[config.mk]
export PLATFORM = sky130hd
export DESIGN_NAME = sram_arbiter
export DESIGN_NICKNAME = d
export VERILOG_FILES = /design/src/rtl/sram_arbiter.sv
export SDC_FILE = /design/constraint.sdc
export NUM_CORES = 1
export LEC_CHECK = 0
export ABC_CLOCK_PERIOD_IN_PS = 3600
export CAP_MARGIN = 20
export CORE_AREA = 3 3 141 143
export DETAILED_ROUTE_END_ITERATION = 8
export DIE_AREA = 0 0 144 146
export GPL_TIMING_DRIVEN = 1
export PLACE_DENSITY = 0.77
export REMOVE_ABC_BUFFERS = 1
export SLEW_MARGIN = 20
export SYNTH_ARGS = -nofsm -noshare
export SYNTH_HDL_FRONTEND = slang
export SYNTH_SLANG_ARGS = --single-unit
export TNS_END_PERCENT = 100
[constraint.sdc]
create_clock -name clk -period 3.6 [get_ports clk]
set_input_delay 0.54 -clock clk [delete_from_list [all_inputs] [get_ports clk]]
set_output_delay 0.54 -clock clk [all_outputs]
set_load 0.02 [all_outputs]
[src/rtl/sram_arbiter.sv]
// ============================================================================
// sram_arbiter: two-port round-robin arbiter and fixed-timing SRAM sequencer.
// Revision: 1.0
// ============================================================================
`default_nettype none

module sram_arbiter #(
  parameter int ADDR_BITS   = 20,
  parameter int DATA_BITS   = 48,
  parameter int WAIT_CYCLES = 2
) (
  input  logic                 clk,
  input  logic                 rst_n,
  input  logic                 m0_cs,
  input  logic                 m0_we,
  input  logic [ADDR_BITS-1:0] m0_addr,
  input  logic [DATA_BITS-1:0] m0_din,
  output logic [DATA_BITS-1:0] m0_dout,
  output logic                 m0_ack,
  input  logic                 m1_cs,
  input  logic                 m1_we,
  input  logic [ADDR_BITS-1:0] m1_addr,
  input  logic [DATA_BITS-1:0] m1_din,
  output logic [DATA_BITS-1:0] m1_dout,
  output logic                 m1_ack,
  output logic                 busy,
  output logic                 grant,
  output logic                 sram_ce_n,
  output logic                 sram_oe_n,
  output logic                 sram_we_n,
  output logic [ADDR_BITS-1:0] sram_addr,
  output logic [DATA_BITS-1:0] sram_dout,
  input  logic [DATA_BITS-1:0] sram_din
);

  localparam logic [7:0] CNT_LOAD = 8'(WAIT_CYCLES - 1);

  typedef enum logic [1:0] {S_IDLE, S_SETUP, S_ACCESS, S_DONE} state_t;

  state_t               state_q, state_d;
  logic [7:0]           cnt_q, cnt_d;
  logic                 we_lat_q, we_lat_d;
  logic                 grant_q, grant_d;
  logic                 busy_q, busy_d;
  logic                 ce_n_q, ce_n_d;
  logic                 oe_n_q, oe_n_d;
  logic                 we_n_q, we_n_d;
  logic [ADDR_BITS-1:0] addr_q, addr_d;
  logic [DATA_BITS-1:0] sdout_q, sdout_d;
  logic [DATA_BITS-1:0] m0_dout_q, m0_dout_d;
  logic [DATA_BITS-1:0] m1_dout_q, m1_dout_d;
  logic                 m0_ack_q, m0_ack_d;
  logic                 m1_ack_q, m1_ack_d;

  // On a tie the port that did not win last time is chosen.
  logic                 w_pick;
  assign w_pick = (m0_cs && m1_cs) ? ~grant_q : m1_cs;

  always_comb begin
    state_d   = state_q;
    cnt_d     = cnt_q;
    we_lat_d  = we_lat_q;
    grant_d   = grant_q;
    ce_n_d    = ce_n_q;
    oe_n_d    = oe_n_q;
    we_n_d    = we_n_q;
    addr_d    = addr_q;
    sdout_d   = sdout_q;
    m0_dout_d = m0_dout_q;
    m1_dout_d = m1_dout_q;
    m0_ack_d  = 1'b0;
    m1_ack_d  = 1'b0;
    case (state_q)
      S_IDLE: begin
        if (m0_cs || m1_cs) begin
          grant_d  = w_pick;
          we_lat_d = w_pick ? m1_we : m0_we;
          addr_d   = w_pick ? m1_addr : m0_addr;
          ce_n_d   = 1'b0;
          we_n_d   = 1'b1;
          oe_n_d   = we_lat_d;
          if (we_lat_d) sdout_d = w_pick ? m1_din : m0_din;
          state_d  = S_SETUP;
        end
      end
      S_SETUP: begin
        cnt_d = CNT_LOAD;
        if (we_lat_q) we_n_d = 1'b0;
        state_d = S_ACCESS;
      end
      S_ACCESS: begin
        if (cnt_q == 8'd0) begin
          ce_n_d = 1'b1;
          oe_n_d = 1'b1;
          we_n_d = 1'b1;
          if (grant_q) m1_ack_d = 1'b1;
          else         m0_ack_d = 1'b1;
          if (!we_lat_q) begin
            if (grant_q) m1_dout_d = sram_din;
            else         m0_dout_d = sram_din;
          end
          state_d = S_DONE;
        end else begin
          cnt_d = cnt_q - 8'd1;
        end
      end
      default: state_d = S_IDLE;
    endcase
    busy_d = (state_d != S_IDLE);
  end

  always_ff @(posedge clk or negedge rst_n) begin
    if (!rst_n) begin
      state_q   <= S_IDLE;
      cnt_q     <= 8'd0;
      we_lat_q  <= 1'b0;
      grant_q   <= 1'b1;
      busy_q    <= 1'b0;
      ce_n_q    <= 1'b1;
      oe_n_q    <= 1'b1;
      we_n_q    <= 1'b1;
      addr_q    <= '0;
      sdout_q   <= '0;
      m0_dout_q <= '0;
      m1_dout_q <= '0;
      m0_ack_q  <= 1'b0;
      m1_ack_q  <= 1'b0;
    end else begin
      state_q   <= state_d;
      cnt_q     <= cnt_d;
      we_lat_q  <= we_lat_d;
      grant_q   <= grant_d;
      busy_q    <= busy_d;
      ce_n_q    <= ce_n_d;
      oe_n_q    <= oe_n_d;
      we_n_q    <= we_n_d;
      addr_q    <= addr_d;
      sdout_q   <= sdout_d;
      m0_dout_q <= m0_dout_d;
      m1_dout_q <= m1_dout_d;
      m0_ack_q  <= m0_ack_d;
      m1_ack_q  <= m1_ack_d;
    end
  end

  assign m0_dout   = m0_dout_q;
  assign m1_dout   = m1_dout_q;
  assign m0_ack    = m0_ack_q;
  assign m1_ack    = m1_ack_q;
  assign busy      = busy_q;
  assign grant     = grant_q;
  assign sram_ce_n = ce_n_q;
  assign sram_oe_n = oe_n_q;
  assign sram_we_n = we_n_q;
  assign sram_addr = addr_q;
  assign sram_dout = sdout_q;

endmodule

`default_nettype wire

==> metrics, run 1 <==
status finished, final reports clean; Sw Pwr ~4.0 mW; final worst path period need approximately 2.5 ns; Worst setup SP type flip-flop; Routed Antenna Nets 0; FMAX between 300 and 400 MHz; sequential power share 33.7%; Post-synth top cells dfrtp_1 (178), mux2_2 (172), o21ai_0 (25), nand2_1 (24), mux2i_1 (22); #FFs+latches synth 182; Critical Path Fanout Max between 40 and 50; pwr dens roughly 870 nW/um2; first-pass GRT wire length roughly 35 mm; Iteration-0 DRC Markers about 230; RSZ-0062 raised after global routing false; clock sink total approximately 180; share of layout cells above drive strength 1 between 20 and 25%; initial antenna violation count 2; Critical Path, Cell by Cell inv_1 -> ha_1 -> and4bb_2 -> nor4b_4 -> buf_12 -> mux2_2; WP data required approximately 3.9 ns; Syn. warnings 0; CP arrival ~2.9 ns; Min Hold Slack roughly 0.12 ns; Max Cap Viol 0; grt ovf 0; area of the die 21,000 um2; multi-input combinational cell area 3160 um2; Final setup viols 0; post-CTS resize count 0; drt drc 0; syn_area_per_cell 14.3 um2; core outline area 18,700 um2; Primary FF master, synth dfrtp_1; Clock Root Buffer clkbuf_16; CTS buffer count 17; htree depth 4; Avg WL per Cell approximately 19 um; EDFF count, synth 0; CTS tree yes; P_leak 5.18 nW; Worst-Skew Late Latency 0.44 ns; placer congestion estimate between 0.8 and 0.9; largest net degree at the start of global routing 73; Worst Tran Pin Value just under 0.7 ns; row count 50; post-synthesis cell area between 7000 and 8000 um2; Clock Path Buffers 2; Worst path slowest cell ha_1; Finished Cell Area roughly 12,000 um2; post-layout util between 60% and 70%; crit end category flip-flop; GRT Util Overall a little over a fifth; final worst path period share between 70% and 80%; dominant cells by area after synthesis dfrtp_1 (57%), mux2_2 (25%), mux2_1 (2.9%); Fill cells about 1,400; drt pass-1 iters 4; Clk pwr share between 10% and 20%; max incr delay on CP 0.55 ns; max-slew violations 0; Distinct cells, synth 48; WS Path Type reg2reg; Final nets 1,102; WL final 22.4 mm; Final Hold Violating Endpoints 0; Pwr Total between 10 and 15 mW; combinational power share 49.2%; port bufs 360; most instantiated library cell after synthesis dfrtp_1; skew final roughly 0.019 ns; DR vias between 5,000 and 6,000; worst hold-check path type in2async; Seq/Total Area, Yosys 57.9%; CTS hold repair buffers 0; vias in the first global route ~6,400; clk slew on worst S/H paths 0.08 ns; Die Y 146 um; sequential cell area around 4600 um2; post-synth top area share between 50% and 60%; Sw Ratio between 30% and 40%; biggest area consumer among synthesized cells dfrtp_1; worst ir drop on vdd 0.000454 V; via density per instance 5.03; total I/O pin count around 360; P_int 6.72 mW; area grow syn2layout 56.6%; effective utilization at floorplan between 40% and 50%; ys async rst share between 90% and 100%; Cell Area, Placed between 10,000 and 15,000 um2; Worst slew margin between 50% and 60%; die width about 140 um; post-CTS setup buffer count 0; Post-DP HPWL around 17 mm; cell count after synthesis around 550
[through the flow]
step / std cells / setup WS (ns) / setup TNS, ns
global route: 1156 / 0.935 / 0
detailed placement: 1122 / 0.956 / 0
global placement: 1122 / 1.00 / 0
floorplan: 521 / -2.50 / -122.02
CTS: 1154 / 1.06 / 0
finish: 1156 / 1.05 / 0
[sequential cells by signal (all words and copies together), names as in the netlist]
signal,count
cnt_q,8
m1_dout,48
we_lat_q,1
busy,1
sram_oe_n,1
m1_ack,1
state_q,2
grant,1
m0_ack,1
sram_dout,48
m0_dout,48
sram_ce_n,1
sram_we_n,1
sram_addr,20
[path summary, 6_finish.rpt]
check                            start       endpoint  slack [ns]  cells past startpoint
max                         state_q[0]    m0_dout[18]        1.05                      6
min                              rst_n  sram_addr[13]        0.12                      1
max reg2reg                 state_q[0]    m0_dout[18]        1.05                      6
min reg2reg                m0_dout[35]    m0_dout[35]        0.48                      1
max in group asynchronous        rst_n     m0_dout[6]        2.67                      2
min in group clk           m0_dout[35]    m0_dout[35]        0.48                      1
[kinds of logic after synthesis]
family	share of synthesized area, %
buffers and inverters	2.38
and+or+nand+nor	4.29
AOI/OAI and AO/OA	4.46
adders and majority gates	0.794
DFF	57.9
muxes	30.2
[layer usage]
layer,share of wire (%),global-route usage (%)
met5,0,0
met4,3.6,8.57
met3,7.0,7.69
met2,51,36.2
met1,39,24.8
[placed cells by master, fill, tap and decap left out, types with 3 or more instances in the layout]
| cell | instances |
|---|---|
| a211oi_1 | 4 |
| a21oi_1 | 7 |
| a31oi_1 | 4 |
| and3_1 | 4 |
| buf_12 | 5 |
| clkbuf_16 | 17 |
| clkdlybuf4s50_1 | 359 |
| dfrtp_1 | 178 |
| dfstp_2 | 4 |
| ha_1 | 5 |
| inv_1 | 8 |
| inv_6 | 5 |
| inv_8 | 4 |
| mux2_1 | 20 |
| mux2_2 | 172 |
| mux2i_1 | 21 |
| nand2_1 | 24 |
| nand2b_1 | 4 |
| nor2_1 | 5 |
| o21ai_0 | 25 |
| o311ai_0 | 3 |
[layout make-up]
class                           count  share of cell area [%]
Sequential cell                   182                    36.9
Clock inverter                     15                    1.25
Clock buffer                       17                    3.45
Tap cell                          234                    2.37
Inverter                            8                   0.243
Multi-Input combinational cell    331                    25.6
Timing Repair Buffer              367                    30.1
Antenna cell                        2                  0.0405
[worst max-delay path: cells and delay by family (launching register included)]
family | cells | cell delay (ns)
AND/OR/NAND/NOR | 2 | 0.65
adder cells (fa/ha/maj) | 1 | 0.55
multiplexers | 1 | 0.38
flip-flops | 1 | 0.40
buffers and inverters | 2 | 0.40
[power groups by stage]
stage / combinational, mW / sequential [mW] / clock (mW)
final: 5.28 / 3.61 / 1.83
after global routing: 5.59 / 3.75 / 1.97
after CTS: 5.34 / 3.62 / 1.88
after detailed placement: 5.31 / 3.64 / 0
after global placement: 5.26 / 3.60 / 0
after floorplan: 1.56 / 4.74 / 0
(Power assumes the default switching activity.)
==> run 2, diff against run 1 <==
--- a/config.mk
+++ b/config.mk
@@ -5,11 +5,11 @@
 export SDC_FILE = /design/constraint.sdc
 export NUM_CORES = 1
 export LEC_CHECK = 0
-export ABC_CLOCK_PERIOD_IN_PS = 3600
+export ABC_CLOCK_PERIOD_IN_PS = 2410
 export CAP_MARGIN = 20
-export CORE_AREA = 3 3 141 143
+export CORE_MARGIN = 3
+export CORE_UTILIZATION = 42
 export DETAILED_ROUTE_END_ITERATION = 8
-export DIE_AREA = 0 0 144 146
 export GPL_TIMING_DRIVEN = 1
 export PLACE_DENSITY = 0.77
 export REMOVE_ABC_BUFFERS = 1
==> constraint.sdc (replaced) <==
create_clock -name clk -period 2.41 [get_ports clk]
set_input_delay 0.3615 -clock clk [delete_from_list [all_inputs] [get_ports clk]]
set_output_delay 0.3615 -clock clk [all_outputs]
set_load 0.02 [all_outputs]
==> metrics, run 2 (synthesized netlist as in run 1, its figures left out) <==
Clock Path Buffers 2 (unchanged); Layout Cells excl Fill 1,157 (+0.087%); port bufs 360 (unchanged); htree depth 4 (unchanged); r2r setup slk 0.20 ns (-0.86 ns); Pwr Total 16.3 mW (+53%); Avg WL per Cell 20.5 um (+5.7%); grt ovf 0 (unchanged); met2 WL post-DR 12.7 mm (+11%); final worst path period need 2.21 ns (-0.333 ns); post-layout util 68.3% (+2.3 points); post-CTS resize count 0 (unchanged); RSZ-0062 raised after global routing false; worst ir drop on vdd 0.000763 V (+68%); FMAX 452 MHz (+15%); Worst setup SP type flip-flop; Cell Area, Placed 11,800 um2 (+0.50%); Worst path slowest cell or4_4; worst hold path depth 2; largest net degree at the start of global routing 65 (-11%); worst setup margin 0.198 ns (-0.857 ns); R2R Path Start cnt_q[4]; Max Cap Viol 0 (unchanged); CTS tree yes; placer congestion estimate 0.880 (+7.5%); GRT Util Overall 23.4% (+1.9 points); skew final 0.0119 ns (-0.00734 ns); WL met3 1.59 mm (+0.89%); crit end category flip-flop; CTS buffer count 17 (unchanged); Worst slew margin 57.7% (+3.2 points); Top delay family on crit path simple AND/OR/NAND/NOR gates; area of the die 20,400 um2 (-2.8%); top sig layer met4; Post-DP HPWL 18.2 mm (+9.9%); clk slew on worst S/H paths 0.07 ns (about the same); drt pass-1 iters 4 (unchanged); WL final 23.7 mm (+5.8%); Clk pwr share 17.5% (+0.4 points); max incr delay on CP 0.62 ns (+0.07 ns); Finished Cell Area 12,400 um2 (+0.78%); sequential power share 33.3% (-0.4 points); area grow syn2layout 57.9%; row count 49 (-2.0%); Worst Min Path Start sram_addr[2]; Worst-Skew Late Latency 0.42 ns (-0.02 ns); Metal-1 WL 8.67 mm (about the same); status finished, final reports clean; CP arrival 2.51 ns (-0.35 ns); Final Hold Violating Endpoints 0 (unchanged); Critical Path, Cell by Cell or4_4 -> nor4b_4 -> buf_12 -> mux2_2; Routed Antenna Nets 0 (unchanged); reg2reg end m0_dout[24]; WP data required 2.71 ns (-1.20 ns); Placed Instances 1,124 (+0.18%); final worst path period share 91.8% (+21 points); Iteration-0 DRC Markers 234 (+4.0%); Final setup viols 0 (unchanged); Sw Pwr 6.07 mW (+52%); R2R cell count 4 (-2); drt drc 0 (unchanged); most common cell after layout, fill and taps aside clkdlybuf4s50_1; Worst Hold Path EP sram_addr[2]; n_diodes 0 (-2); effective utilization at floorplan 43.3% (+1.1 points); Die Y 143 um (-2.1%); P_int 10.3 mW (+53%); pwr dens 1310 nW/um2 (+51%); Clock Root Buffer clkbuf_16; initial antenna violation count 0 (-2); P_leak 5.24 nW (+1.2%); total I/O pin count 361 (unchanged); max-slew violations 0 (unchanged); die width 143 um (-0.70%); Worst Tran Pin Value 0.633 ns (-0.0501 ns); Sw Ratio 37.2% (-0.18 points); share of layout cells above drive strength 1 25.2% (+0.54 points); core outline area 18,200 um2 (-2.7%); setup TNS 0 ns (unchanged); first-pass GRT wire length 36.6 mm (+4.3%); combinational power share 49.1% (about the same); most frequent cells in the layout clkdlybuf4s50_1 (359), dfrtp_1 (178), mux2_2 (172); WS Path Type reg2reg; via density per instance 5.15 (+2.4%); Min Hold Slack 0.485 ns (+0.363 ns); vias in the first global route 6,504 (+2.1%); WP buf/inv 1 (-1); Place WS 0.130 ns (-0.826 ns); Final nets 1,110 (+0.73%); DR vias 5,956 (+2.5%); Critical Path Fanout Max 48 (unchanged); clock sink total 182 (unchanged); worst hold-check path type reg2reg
==> run 2: cell count changes in the layout (fill, tap and decap cells not counted) <==
cell           before  now
buf_4               2    8
bufinv_16           0    2
diode_2             2    0
buf_12              5    6
clkinv_8            2    1
dlygate4sd3_1       0    1
inv_8               4    3
==> run 2: repair_timing <==
item,CTS,global route
hold endpoints to repair,57,0
hold buffers,1,0
setup buffers,0,0
==> run 2: cell type report <==
| cell class | instances | area, um2 |
|---|---|---|
| fill | 1297 | 5770 |
| multi-input combinational | 331 | 3160 |
| timing repair buffer | 375 | 3790 |
| sequential | 182 | 4560 |
| clock inverter | 15 | 186 |
| clock buffer | 17 | 425 |
| inverter | 8 | 30.0 |
| tap | 229 | 287 |
==> run 2: worst max path at each step <==
stage              from       endpoint  depth (start not counted)
5_1_grt        cnt_q[0]    m0_dout[26]                          6
6_report       cnt_q[4]    m0_dout[24]                          4
2_1_floorplan     m0_cs   sram_dout[0]                          3
3_3_place_gp      m1_cs   sram_dout[0]                          5
3_5_place_dp      m1_cs  sram_dout[23]                          5
4_1_cts        cnt_q[4]    m0_dout[26]                          4
==> run 2: routing by layer <==
metal	vias up	GRT usage [%]
met3	40	7.54
met1	2990	26.7
met5	-	0
met2	195	41.2
met4	0	8.70
li1	2731	-
==> run 2: tightest hold or removal path, cell delays in order, from the launching register on <==
cell	delay (ns)
dfrtp_1	0.34
nand2_1	0.05
o21ai_0	0.06
==> run 2: power groups by stage <==
stage | combinational (mW) | clock [mW] | sequential (mW)
6_report | 8.03 | 2.87 | 5.45
5_1_grt | 8.51 | 3.06 | 5.65
4_1_cts | 8.11 | 2.94 | 5.46
3_5_place_dp | 8.08 | 0 | 5.49
3_3_place_gp | 7.91 | 0 | 5.40
2_1_floorplan | 2.33 | 0 | 7.08
==> run 3, diff against run 2 <==
--- a/config.mk
+++ b/config.mk
@@ -7,6 +7,7 @@
 export LEC_CHECK = 0
 export ABC_CLOCK_PERIOD_IN_PS = 2410
 export CAP_MARGIN = 20
+export CORE_ASPECT_RATIO = 1.1
 export CORE_MARGIN = 3
 export CORE_UTILIZATION = 42
 export DETAILED_ROUTE_END_ITERATION = 8
==> metrics, run 3 (synthesized netlist as in run 1, its figures left out) <==
R2R Path Start cnt_q[1]; Worst-Skew Late Latency 0.43 ns (about the same); max incr delay on CP 0.54 ns (-0.08 ns); DR vias 6,036 (+1.3%); Top delay family on crit path buffers and inverters; most common cell after layout, fill and taps aside clkdlybuf4s50_1; Final setup viols 0 (unchanged); CTS tree yes; Max Cap Viol 0 (unchanged); Post-DP HPWL 19.3 mm (+6.0%); die width 137 um (-4.5%); final worst path period need 2.27 ns (+0.0576 ns); worst hold path depth 2 (unchanged); Worst Min Path Start sram_addr[19]; post-CTS setup buffer count 0 (unchanged); Critical Path Fanout Max 48 (unchanged); crit end category flip-flop; Iteration-0 DRC Markers 191 (-18%); Final Hold Violating Endpoints 0 (unchanged); CTS buffer count 17 (unchanged); Clock Root Buffer clkbuf_16; Clock Path Buffers 2 (unchanged); Worst path slowest cell buf_4; grt ovf 0 (unchanged); total I/O pin count 361 (unchanged); largest net degree at the start of global routing 63 (-3.1%); effective utilization at floorplan 43.6% (+0.36 points); core outline area 18,100 um2 (-0.82%); Worst setup SP type flip-flop; htree depth 4 (unchanged); Critical Path, Cell by Cell inv_1 -> ha_1 -> and4bb_2 -> nand4b_1 -> buf_4 -> mux2_2; clock sink total 182 (unchanged); GRT Util Overall 24.8% (+1.4 points); Final nets 1,114 (+0.36%); Avg WL per Cell 21.4 um (+4.2%); most frequent cells in the layout clkdlybuf4s50_1 (359), dfrtp_1 (178), mux2_2 (172); port bufs 360 (unchanged); Die Y 150 um (+4.7%); clk slew on worst S/H paths 0.07 ns (about the same); Placed Instances 1,137 (+1.2%); WP data required 2.72 ns (about the same); via density per instance 5.15 (about the same); share of layout cells above drive strength 1 25.5% (+0.32 points); R2R cell count 6 (+2); first-pass GRT wire length 38.4 mm (+4.9%); drt pass-1 iters 4 (unchanged); Worst Hold Path EP sram_addr[19]; worst ir drop on vdd 0.000785 V (+2.8%); Worst Tran Pin Value 0.673 ns (+0.0403 ns); WP buf/inv 2 (+1); worst hold-check path type reg2reg; Pwr Total 16.5 mW (+0.74%); pwr dens 1320 nW/um2 (+0.17%); area grow syn2layout 58.7%; final worst path period share 94.2% (+2.4 points); r2r setup slk 0.14 ns (-0.06 ns); Layout Cells excl Fill 1,173 (+1.4%); area of the die 20,400 um2 (about the same); drt drc 0 (unchanged); initial antenna violation count 8 (+8); FMAX 441 MHz (-2.5%); WS Path Type reg2reg; reg2reg end m1_dout[31]; placer congestion estimate 0.859 (-2.4%); Routed Antenna Nets 0 (unchanged); status finished, final reports clean; setup TNS 0 ns (unchanged); P_leak 5.27 nW (+0.58%); vias in the first global route 6,644 (+2.2%); max-slew violations 0 (unchanged); CP arrival 2.58 ns (+0.07 ns); row count 51 (+4.1%); Worst slew margin 55.1% (-2.6 points); skew final 0.0109 ns (-0.00102 ns); WL final 25.1 mm (+5.6%); RSZ-0062 raised after global routing false
==> run 3: cell types whose count changed in the layout (fill, tap and decap cells not counted) <==
cell	delta
clkinv_2	+2
inv_8	-2
clkbuf_8	+3
inv_6	-2
clkinvlp_4	-1
diode_2	+3
clkinv_8	-1
buf_12	+2
buf_4	+2
clkinv_4	+1
==> run 3: cell type report <==
class	count	area, um2
clock buffers	20	467
clock inverters	12	141
well taps	238	298
fillers	1305	5550
multi-input cells	331	3160
flip-flops and latches	182	4560
repair buffers	379	3850
diodes	3	7.51
inverters	8	30.0
==> run 3: per-layer routing <==
layer  vias up  share of wire (%)  GRT usage, %
li1       2745                  -             -
met1      2939                 36          26.6
met2       288                 49          41.2
met3        54                 12          12.2
met4        10                3.5          11.0
met5         -               0.19             0
==> run 3: metrics by stage <==
step	setup WS, ns	instance area, um2	hold WS (ns)	util, %
6_report	0.140	12500	0.485	69.3
4_1_cts	0.160	12500	0.489	69.2
2_1_floorplan	-3.51	7720	0.0659	-
3_5_place_dp	0.0576	11900	0.401	65.8
3_3_place_gp	0.121	11900	0.391	65.8
5_1_grt	0.0228	12500	0.510	69.3
==> run 3: power breakdown <==
part	total (mW)	leakage, nW	internal (mW)	switching (mW)
Combinational	8.12	2.74	4.18	3.94
Clock	2.86	0.299	1.63	1.23
Sequential	5.48	2.23	4.55	0.932
Total	16.5	5.27	10.4	6.11
==> run 3: worst max path at each step <==
stage	start	endpoint	slack, ns	cells past startpoint
after floorplan	m0_cs	sram_dout[0]	-3.51	3
after global placement	m0_cs	sram_dout[9]	0.12	6
after detailed placement	m0_cs	sram_dout[30]	0.06	5
after CTS	cnt_q[1]	m1_dout[31]	0.16	6
after global routing	cnt_q[1]	m1_dout[31]	0.02	6
final	cnt_q[1]	m1_dout[31]	0.14	6
==> run 3: timing repair <==
action	CTS	global route
resized for setup	0	0
hold buffers	1	0
endpoints found under the hold margin	54	0
==> run 3: worst register-to-register path, delay by kind of cell, from the launching register on <==
family | cells | cell delay [ns]
buffers and inverters | 2 | 0.62
multiplexers | 1 | 0.46
flip-flops | 1 | 0.45
AND/OR/NAND/NOR | 2 | 0.39
adder cells (fa/ha/maj) | 1 | 0.23
